### src/rtl/mips_fetch_unit.sv
// rtl/mips_fetch_unit.sv - MIPS instruction-fetch stage (IDLE/FETCH/HOLD)
// Optional fetch timeout with NOP injection: define FETCH_TIMEOUT_EN.
module mips_fetch_unit #(
  parameter logic [31:0] RESET_PC       = 32'h0000_0000,
  parameter int          TIMEOUT_CYCLES = 16
) (
  input  logic        clk,
  input  logic        reset_n,
  output logic        imem_req,
  output logic [31:0] imem_addr,
  input  logic        imem_ack,
  input  logic [31:0] imem_rdata,
  input  logic        stall,
  input  logic        redirect,
  input  logic [31:0] redirect_target,
  output logic        instr_valid,
  output logic [31:0] instr,
  output logic [5:0]  op,
  output logic [5:0]  funct,
  output logic [31:0] pc,
  output logic [31:0] pc_plus4,
  output logic        fetch_err
);

  typedef enum logic [1:0] {IDLE, FETCH, HOLD} state_t;

  state_t      state, state_nx;
  logic [31:0] pc_nx, instr_nx;
  logic        valid_nx;
  logic [31:0] target_al;

  // Low target bits are masked rather than sliced off so a misaligned
  // target still lands on the enclosing word.
  assign target_al = redirect_target & ~32'h0000_0003;
  assign pc_plus4  = pc + 32'd4;
  assign imem_req  = (state == FETCH);
  assign imem_addr = pc;
  assign op        = instr[31:26];
  assign funct     = instr[5:0];

`ifdef FETCH_TIMEOUT_EN
  localparam int CW = $clog2(TIMEOUT_CYCLES + 1);
  localparam logic [CW-1:0] TO_LAST = CW'(TIMEOUT_CYCLES - 1);

  logic [CW-1:0] cnt, cnt_nx;
  logic          err_nx;

  always_ff @(posedge clk) begin
    if (!reset_n) begin
      cnt       <= '0;
      fetch_err <= 1'b0;
    end else begin
      cnt       <= cnt_nx;
      fetch_err <= err_nx;
    end
  end
`else
  assign fetch_err = 1'b0;
`endif

  always_ff @(posedge clk) begin
    if (!reset_n) begin
      state       <= IDLE;
      pc          <= RESET_PC;
      instr       <= 32'h0;
      instr_valid <= 1'b0;
    end else begin
      state       <= state_nx;
      pc          <= pc_nx;
      instr       <= instr_nx;
      instr_valid <= valid_nx;
    end
  end

  always_comb begin
    state_nx = state;
    pc_nx    = pc;
    instr_nx = instr;
    valid_nx = instr_valid;
`ifdef FETCH_TIMEOUT_EN
    cnt_nx   = cnt;
    err_nx   = fetch_err;
`endif
    case (state)
      IDLE: begin
        state_nx = FETCH;
`ifdef FETCH_TIMEOUT_EN
        cnt_nx   = '0;
`endif
      end
      FETCH: begin
        // Redirect takes priority; any ack data in the same cycle is dropped.
        if (redirect) begin
          pc_nx    = target_al;
`ifdef FETCH_TIMEOUT_EN
          cnt_nx   = '0;
`endif
        end else if (imem_ack) begin
          instr_nx = imem_rdata;
          valid_nx = 1'b1;
          state_nx = HOLD;
        end
`ifdef FETCH_TIMEOUT_EN
        else if (cnt == TO_LAST) begin
          err_nx   = 1'b1;
          instr_nx = 32'h0000_0000;
          valid_nx = 1'b1;
          state_nx = HOLD;
        end else begin
          cnt_nx   = cnt + 1'b1;
        end
`endif
      end
      HOLD: begin
        if (redirect) begin
          pc_nx    = target_al;
          valid_nx = 1'b0;
          state_nx = FETCH;
`ifdef FETCH_TIMEOUT_EN
          cnt_nx   = '0;
`endif
        end else if (!stall) begin
          pc_nx    = pc_plus4;
          valid_nx = 1'b0;
          state_nx = FETCH;
`ifdef FETCH_TIMEOUT_EN
          cnt_nx   = '0;
`endif
        end
      end
      default: state_nx = IDLE;
    endcase
  end

endmodule

### config.mk
export PLATFORM = sky130hd
export DESIGN_NAME = mips_fetch_unit
export DESIGN_NICKNAME = d
export VERILOG_FILES = /design/src/rtl/mips_fetch_unit.sv
export SDC_FILE = /design/constraint.sdc
export NUM_CORES = 1
export LEC_CHECK = 0
export CORE_MARGIN = 1
export CORE_UTILIZATION = 30
export DETAILED_ROUTE_END_ITERATION = 6
export PLACE_DENSITY_LB_ADDON = 0.05
export SLEW_MARGIN = 10
export SYNTH_ARGS = -nofsm -noshare
export SYNTH_HDL_FRONTEND = slang
export SYNTH_SLANG_ARGS = --single-unit
### constraint.sdc
create_clock -name clk -period 2.9 [get_ports clk]
set_input_delay 0.435 -clock clk [delete_from_list [all_inputs] [get_ports clk]]
set_output_delay 0.435 -clock clk [all_outputs]
set_load 0.03 [all_outputs]
# Word-level counts from Yosys, hierarchy flattened
# Cells that the tools add are included.
# word_totals
regBits	67
inputBits	69
out_inout_bits	143
word_cells	32
# classes
add_sub_neg	1
eq_ne	6
mux	14
bitwise_logic	1
reduce_logical	6
# ops
op	n
$mux 32	3
$pmux 32 s2	1
$add 32x3->32 const B	1
$reduce_and 3->1	3
$mux 2	4
$pmux 2 s3	1
$mux 1	4
$ne 2x1->1 const B	2
$reduce_and 4->1	1
$ne 3x3->1 const B	1
$eq 2x1->1 const B	1
$eq 2x2->1 const B	1
$logic_not 2->1	1
$ne 2x2->1 const B	1
$pmux 1 s2	1
$reduce_bool 2->1	1
$not 1->1	1

# Longest topological paths before layout
# depth
ltp_word	4
mapped_depth	9
depth_no_buf	7

# Worst setup path after synthesis
# OpenSTA, ideal clock, no wires.
# synth_path
path_kind	register -> output
from	register pc[3] (netlist: imem_addr[3])
to	output pc_plus4[24]
arrival_time_ns	2.449
t_required_ns	2.465
slack_ns	0.016
stages_incl_launch_ff	7
path_buffers	1
path_cell_list	dfxtp_1 ha_1 nand3_1 buf_2 or4_1 nor3_1 xor2_1
# synth_via
elab_chain_cells	1
# synth_lines
item	line	rtl
from (decl)	20	output logic [31:0] pc,
from (signal assigned)	69	pc <= pc_nx;
$add 32x3->32	35	assign pc_plus4 = pc + 32'd4;
to (decl)	21	output logic [31:0] pc_plus4,
# Every way passes these cells.

# Worst setup path after layout
# layout_path
from	register pc[5] (netlist: imem_addr[5])
to	output pc_plus4[7]
# The elaborated chain is that of the path after synthesis.

==> metrics.txt <==
status=completed; # setup viols final=0; Slew Limit Fails=0; Slew headroom=58.32%; sequential area share after synthesis=32.75%; worst flop-to-flop path endpoint=imem_addr[30]$_SDFFE_PN0P_; TritonRoute pass-1 iters=5; net switching power=2.693 mW; Cell Int Power=3.308 mW; sw frac=between 40% and 50%; routed vias/inst=4.836; DR iter-0 viols=165; Chip Height=117.1 um; FF+latch count, synth=65; R2R cell count=8; Power per Cell Area=949.0 nW/um^2; final core occ=49.51%; via count=4,227; Post-synth EDFFs=0; Syn Std Cell Area=3974 um^2; Num CTS Buffers=9; Area growth syn-to-layout=59.13%; Crit. Startpoint=imem_addr[5]$_SDFFE_PN0P_; Synth top area share=~33%; row count=41; Worst-path clk slew=0.05 ns; critical path class=register to output port; Peak supply drop=roughly 0.61 mV; max_cap viols=0; GRT overflow=0; post-route DRC violation count=0; Layout Nets=772; hpwl dp=8.972 mm; Reg-to-Reg Start=imem_addr[2]$_SDFFE_PN0P_; clock network fraction of design power=19.8%; CP Capture Type=output port; vias in the first global route=3,861; layout cells sized above 1=11.97%; Routability Congestion=0.7923; Most used DFF post-synth=dfxtp_1; DP Area=5941 um^2; Flop pwr share=22.0%; setup TNS=0 ns; final hold viol count=0; area of the die=13,710 um^2; gr usage total=18.30%; crit path launch type=register; Avg Cell Area, Syn=7.428 um^2; crit path DAT=2.31 ns; TritonCTS Sinks=65; Least-Margin Pin Slew=0.6251 ns; Logic pwr share=58.1%; number of diodes=0; Avg WL per Cell=14.69 um; Critical Path RT=2.47 ns; worst clock skew=0.008104 ns; antenna viol nets, final=0; Yosys warning count=0; fin crit share=a little over nine tenths; FFs w/ async S/R, synth=0%; Final Cell Area=6324 um^2; Synth Instances=535; top cells by area, synth=dfxtp_1 (33%), nand2_1 (10%), buf_4 (9.3%); LEAKAGE=2.410 nW; Ports=212; initial antenna violation count=0; CTS root buf=clkbuf_16; synth unique cells=50; Hold WC Path Type=register to register; Yosys top cell by area=dfxtp_1; FF+latch area=around 1300 um^2; Critical Path End=pc_plus4[7]; Core Area=approximately 13,000 um^2; Final min period=2.742 ns; RSZ-0062 raised after global routing=false; die width=~120 um; Initial Util=31.11%; DRT Wirelength=12.84 mm; Multi-input gate area=between 2000 and 2500 um^2; CTS tree=done; post-cts hold buffer count=0; peak fanout along the critical path=7; Clock Latency Late Sink=0.33 ns; Post-CTS Setup Bufs=0; Max clock buf depth=2; port buffer count=202; flop2flop setup slack=approximately 0.74 ns; first-pass GRT wire length=19.44 mm; htree depth=3; Fillers=1,274; largest net degree at the start of global routing=62; fmax=0.3647 GHz
kinds of logic after synthesis:
family	synth area share, %
xor+xnor	6.171
other cells	0.09437
compound gates	17.98
simple gates	26.76
mux	0.7557
flops	32.75
fa+ha+maj	1.574
buf+inv	13.92
power by group through the flow:
stage / registers (mW) / clock network [mW] / logic, mW
after floorplan: 1.71 / 0 / 1.86
after global placement: 1.31 / 0 / 3.48
after detailed placement: 1.32 / 0 / 3.50
after CTS: 1.31 / 1.22 / 3.51
after global routing: 1.35 / 1.26 / 3.74
final: 1.32 / 1.19 / 3.49
final cells by class:
cell class	count	share of cell area, %
well taps	172	3.403
multi-input cells	380	34.84
inverters	7	0.4155
flip-flops and latches	65	20.62
clock inverters	2	0.9497
repair buffers	235	35.50
clock buffers	13	4.274
what timing repair did:
item                                    4_1_cts  5_1_grt
endpoints found under the hold margin         0        0
gates resized for setup                       9        8
gates cloned                                  0        0
endpoints found under the setup margin        9       12
layout by cell type (no fill, tap or decap), types with 7 or more instances in the layout:
| cell type | Yosys | final |
|---|---|---|
| clkdlybuf4s50_1 | 0 | 181 |
| nand4_1 | 11 | 11 |
| nor4_1 | 7 | 7 |
| nor2_1 | 37 | 35 |
| xor2_1 | 11 | 11 |
| conb_1 | 1 | 7 |
| nand2_1 | 106 | 106 |
| nand3_1 | 22 | 21 |
| and3_1 | 8 | 8 |
| a22oi_1 | 8 | 8 |
| clkbuf_16 | 0 | 9 |
| xnor2_1 | 17 | 17 |
| a21oi_1 | 54 | 54 |
| buf_4 | 49 | 47 |
| dfxtp_1 | 65 | 63 |
| o21ai_0 | 13 | 12 |
state kept, by name, indices dropped and copies added, names as in the netlist:
register / count
state: 2
instr: 32
instr_valid: 1
imem_addr: 30
worst min-delay path by stage:
stage                                 startpoint  depth (start not counted)                      to
after CTS                 instr[14]$_SDFFE_PN0P_                          2  instr[14]$_SDFFE_PN0P_
after floorplan            state[0]$_SDFFE_PN0P_                          2   state[0]$_SDFFE_PN0P_
after detailed placement  instr[17]$_SDFFE_PN0P_                          2  instr[17]$_SDFFE_PN0P_
after global routing      instr[23]$_SDFFE_PN0P_                          2  instr[23]$_SDFFE_PN0P_
after global placement    instr[25]$_SDFFE_PN0P_                          2  instr[25]$_SDFFE_PN0P_
final                     instr[13]$_SDFFE_PN0P_                          2  instr[13]$_SDFFE_PN0P_
critical path, cell delays in order, from the launching register on:
cell and delay, ns:
dfxtp_1 0.53, nand4_4 0.22, or2_2 0.37, xnor2_1 0.16, clkdlybuf4s50_1 0.70
Yosys cell counts, types with 6 or more instances:
library cell,instances
a22oi_1,8
clkbuf_1,33
nor2_1,37
buf_4,49
nand4_1,11
nand3_1,22
nor3_1,9
inv_1,7
nand2_1,106
o31a_1,6
nor4_1,7
dfxtp_1,65
and3_1,8
o21ai_0,13
xnor2_1,17
a21oi_1,54
xor2_1,11
layer usage:
metal	wire, um	global-route usage, %
met5	0	0
met1	6138	24.55
met3	776	4.171
met2	5759	29.27
met4	161	5.401
through the flow:
step / hold slack [ns] / total power [mW] / instances / worst slack, ns
2_1_floorplan: 0.5106 / 3.575 / 541 / 0.01646
3_3_place_gp: 0.4417 / 4.788 / 859 / 0.2438
3_5_place_dp: 0.4457 / 4.822 / 859 / 0.2665
4_1_cts: 0.4547 / 6.034 / 874 / 0.03933
5_1_grt: 0.4746 / 6.351 / 874 / 0.03783
6_report: 0.4515 / 6.001 / 874 / 0.1582
Power figures use the tool's default switching activity.
==> variant 1: new RTL, same flow settings <==
Encoding of `state_t`: now one-hot (3 bits for 3 states).
--- a/src/rtl/mips_fetch_unit.sv
+++ b/src/rtl/mips_fetch_unit.sv
@@ -22,7 +22,7 @@
   output logic        fetch_err
 );
 
-  typedef enum logic [1:0] {IDLE, FETCH, HOLD} state_t;
+  typedef enum logic [2:0] {IDLE = 3'b001, FETCH = 3'b010, HOLD = 3'b100} state_t;
 
   state_t      state, state_nx;
   logic [31:0] pc_nx, instr_nx;
Formal check against the unedited RTL: same outputs for any inputs over 4 cycles, from zero or initial values and one cycle with reset_n low; so few cycles prove little.
==> variant 1 against the unedited design <==
- sequential cell count grew 1
- routed wire length grew 5.3%
- synthesized area grew 0.44%
- clock skew shrank 0.00097 ns
- setup slack lost 0.048 ns
- design area grew 0.75%
- largest cell class unchanged
Power is not compared: it rests on default switching activity, and its combinational part moved more than twofold at a synthesized area within 25%.
==> variant 1: results (changes against the unedited design) <==
| Metric | Value |
|---|---|
| Inverters, non-clock | `8 (+1)` |
| Final Skew | `0.00713 ns (-0.000971 ns)` |
| Antenna violations before repair | `0 (unchanged)` |
| GR Layer Usage met1 | `25.5% (+0.97 points)` |
| DP HPWL | `9.57 mm (+6.6%)` |
| Clock Tree Root | `clkbuf_16` |
| Placed cell area | `6040 µm² (+1.7%)` |
| All-layer global routing usage | `19.7% (+1.4 points)` |
| Total setup buffers inserted after CTS | `2 (+2)` |
| Final Wtd Congestion | `0.837 (+5.6%)` |
| Top cells by count, synth | `nand2_1 (104), dfxtp_1 (66), a21oi_1 (54), buf_4 (49), nor2_1 (34)` |
| CP max stage delay | `0.46 ns (-0.24 ns)` |
| Seq_cells | `66 (+1.5%)` |
| First-pass GRT wire length | `21.8 mm (+12%)` |
| Bufs w/o clock | `245 (+4.3%)` |
| Layout cells sized above 1 | `12.2% (+0.24 points)` |
| Pin count of the biggest net entering global routing | `48 (-23%)` |
| DR pass1 iterations | `4 (-1)` |
| Static leakage | `0.00249 µW` |
| H-tree Lvls | `3 (unchanged)` |
| Crit path max-delay family | `simple AND/OR/NAND/NOR gates` |
| Arr. time, crit path | `2.35 ns (+0.04 ns)` |
| Seq/total area | `20.7% (+0.12 points)` |
| GR Util met3 | `5.84% (+1.7 points)` |
| Detailed Route Iter0 Violations | `160 (-3.0%)` |
| Clock Pin Slew Worst Setup and Hold Paths | `0.05 ns (about the same)` |
| Switching Fraction | `27.8%` |
| DR WL met3 | `961 µm (+24%)` |
| Met2 WL | `6.35 mm (+10%)` |
| Total Nets Final | `786 (+1.8%)` |
| Register area share after synthesis | `33.1% (+0.36 points)` |
| Post-Route WL | `13.5 mm (+5.3%)` |
| Multi-input gates | `386 (+1.6%)` |
| Total power | `2460 µW` |
| Non-clock buffer share of cell area | `36.4% (+0.89 points)` |
| Ranking of synthesized cells by area | `dfxtp_1 (33%), nand2_1 (9.8%), buf_4 (9.2%)` |
| Clock buffers | `12 (-1)` |
| Vias in the first global route | `4212 (+9.1%)` |
| Max reg flops | `32 (unchanged)` |
| CP max-delay cell | `dfxtp_1` |
| Cell count after placement | `874 (+1.7%)` |
| Yosys cell types | `57 (+14%)` |
| Inserted Diodes | `0 (unchanged)` |
| Met2 Usage GRT | `31.9% (+2.6 points)` |
| Clock group | `1030 µW` |
| Setup WS pre-CTS | `0.0762 ns (-0.190 ns)` |
| Cells after synthesis | `536 (+0.19%)` |
| Area taken by multi-input logic gates | `2200 µm² (unchanged)` |
| #FFs+latches synth | `66 (+1.5%)` |
| Reg area | `1320 µm² (+1.3%)` |
| Total number of vias | `4336 (+2.6%)` |
| Post-synth ARST share | `0% (unchanged)` |
| Wl on met1 | `6.10 mm (-0.67%)` |
| Biggest register | `instr` |
| Status | `finished clean` |
| Clock buffers and inverters, area share | `4.44% (-0.79 points)` |
| Max-Slew Margin vs Limit | `62.8% (+4.5 points)` |
| Via density | `4.86 (+0.40%)` |
| Fillers | `1281 (+0.55%)` |
| Crit-path max FO | `6 (-1)` |
variant 1: changes by cell type after synthesis, moves of 5 or more:
cell      delta
o21ai_0     +11
clkbuf_1     -5
a22oi_1      -7
a21boi_0     +5
nand3_1      -7
variant 1: logic make-up after synthesis:
family | after synthesis | synth area share, %
AOI/OAI and AO/OA | 129 | 20.3
adders and majority gates | 1 | 0.313
buffers and inverters | 90 | 13.2
DFF | 66 | 33.1
muxes | 1 | 0.251
other | 1 | 0.0940
xor gates and xnor gates | 27 | 5.92
and+or+nand+nor | 221 | 26.8
variant 1: worst paths after layout:
check	start	to	slack, ns	cells after the start
hold / removal	instr[25]	instr[25]	0.45	2
setup reg to reg	imem_addr[3]	imem_addr[24]	0.69	7
hold reg to reg	instr[25]	instr[25]	0.45	2
setup / recovery	imem_addr[3]	pc_plus4[16]	0.11	7
==> variant 2: new RTL, config.mk and constraints unchanged <==
Made on the original files. Add a define of `FETCH_TIMEOUT_EN`.
--- a/src/rtl/mips_fetch_unit.sv
+++ b/src/rtl/mips_fetch_unit.sv
@@ -1,5 +1,7 @@
 // rtl/mips_fetch_unit.sv - MIPS instruction-fetch stage (IDLE/FETCH/HOLD)
 // Optional fetch timeout with NOP injection: define FETCH_TIMEOUT_EN.
+`define FETCH_TIMEOUT_EN
+
 module mips_fetch_unit #(
   parameter logic [31:0] RESET_PC       = 32'h0000_0000,
   parameter int          TIMEOUT_CYCLES = 16
Function: same outputs for any inputs over 4 cycles, from zero or initial values and one cycle with reset_n low; that may be too few to reach the edited logic, so the function may still have changed.
==> variant 2 against the unedited design <==
- sequential cell count grew 6
- sequential share of layout area grew 1.2 points
- die area grew 5.4%
- critical path type unchanged
- via count grew 2.2%
- routed wire length grew 4.7%
- setup slack gained 0.0028 ns
- design area grew 3.2%
- core utilization shrank 0.99 points
- cell count shrank 1.0%
- global-route usage grew 0.55 points
- largest cell class unchanged
- critical path depth grew 2
- synthesized area grew 5.5%
Power is not compared: it rests on default switching activity, and its combinational part moved more than twofold at a synthesized area within 25%.
==> variant 2: results (changes against the unedited design) <==
| Metric | Value |
|---|---|
| DP HPWL | `9.70 mm (+8.1%)` |
| Final Wtd Congestion | `0.774 (-2.3%)` |
| Status | `finished clean` |
| Final Skew | `0.00750 ns (-0.000600 ns)` |
| Top cells by count, synth | `dfxtp_1 (71), nor2_1 (63), buf_4 (51), nand2_1 (47), a22oi_1 (43)` |
| Total number of vias | `4320 (+2.2%)` |
| All-layer global routing usage | `18.8% (+0.55 points)` |
| Synth Area in Compound Gates | `21.0% (+3.0 points)` |
| Mux cell area share after synthesis | `1.76% (+1.0 points)` |
| Worst Hold Slack | `0.455 ns (+0.00334 ns)` |
| R2R Setup Slk | `0.72 ns (-0.02 ns)` |
| Xor and xnor area share after synthesis | `5.64% (-0.53 points)` |
| First-pass GRT wire length | `21.6 mm (+11%)` |
| Layout cells sized above 1 | `13.6% (+1.7 points)` |
| Arr. time, crit path | `2.30 ns` |
| Per-cell routed wire length | `15.5 µm (+5.8%)` |
| Cells after synthesis | `516 (-3.6%)` |
| CP max stage delay | `0.70 ns (about the same)` |
| Ranking of synthesized cells by area | `dfxtp_1 (34%), buf_4 (9.1%), a22oi_1 (7.7%)` |
| Max-Slew Margin vs Limit | `51.4% (-6.9 points)` |
| Pin count of the biggest net entering global routing | `57 (-8.1%)` |
| Placed cell area | `6240 µm² (+5.0%)` |
| Fillers | `1341 (+5.3%)` |
| Total Nets Final | `757 (-1.9%)` |
| Number of I/O port buffers | `203 (+0.50%)` |
| Via density | `4.99 (+3.3%)` |
| Cell count after placement | `850 (-1.0%)` |
| Register area share after synthesis | `33.9% (+1.2 points)` |
| Post-Synth Adder-Cell Area | `0.896% (-0.68 points)` |
| Vias in the first global route | `4147 (+7.4%)` |
| Biggest register | `instr` |
==> variant 2: metrics by stage <==
step	worst slack [ns]	utilization, %
final	0.161	48.5
after global routing	0.000449	48.5
after CTS	0.0397	48.5
after detailed placement	0.265	46.4
after global placement	0.272	46.4
after floorplan	0.222	-
==> variant 2: cell type report <==
cell class	instances	area share [%]
well taps	176	3.37
multi-input cells	359	34.6
flip-flops and latches	71	21.8
inverters	6	0.345
clock inverters	6	0.959
clock buffers	9	3.45
repair buffers	238	35.4
==> variant 2: per-layer routing <==
metal	share of wire [%]	track usage (%)	vias up
li1	-	-	2125
met1	44	23.2	2047
met2	49	32.4	139
met3	6.0	4.58	9
met4	0.96	5.63	0
met5	0	0	-
==> variant 2: power groups by stage <==
stage               logic (µW)  clock network, µW  registers, µW
floorplan                  345                  0           1160
global placement           717                  0           1090
global route               759               1170           1070
finish                     714               1100           1070
CTS                        721               1130           1070
detailed placement         721                  0           1090
==> variant 2: critical path, delay by kind of cell (launching register included) <==
family                    cells  cell delay (ns)
xor gates and xnor gates      1             0.15
buffers and inverters         3             1.05
DFF                           1             0.45
and+or+nand+nor               2             0.31
==> variant 2: path summary, 6_finish.rpt <==
path	endpoint	from	cells after the start
hold / removal	instr_valid	instr_valid	2
setup reg to reg	cnt[0]	cnt[0]	7
hold reg to reg	instr_valid	instr_valid	2
setup / recovery	pc_plus4[11]	imem_addr[5]	6
==> variant 2: repair_timing <==
item / CTS / global route
endpoints found under the setup margin: 5 / 5
gates resized for setup: 5 / 4
buffers inserted: 0 / 0
hold endpoints to repair: 0 / 0
gates cloned: 0 / 0
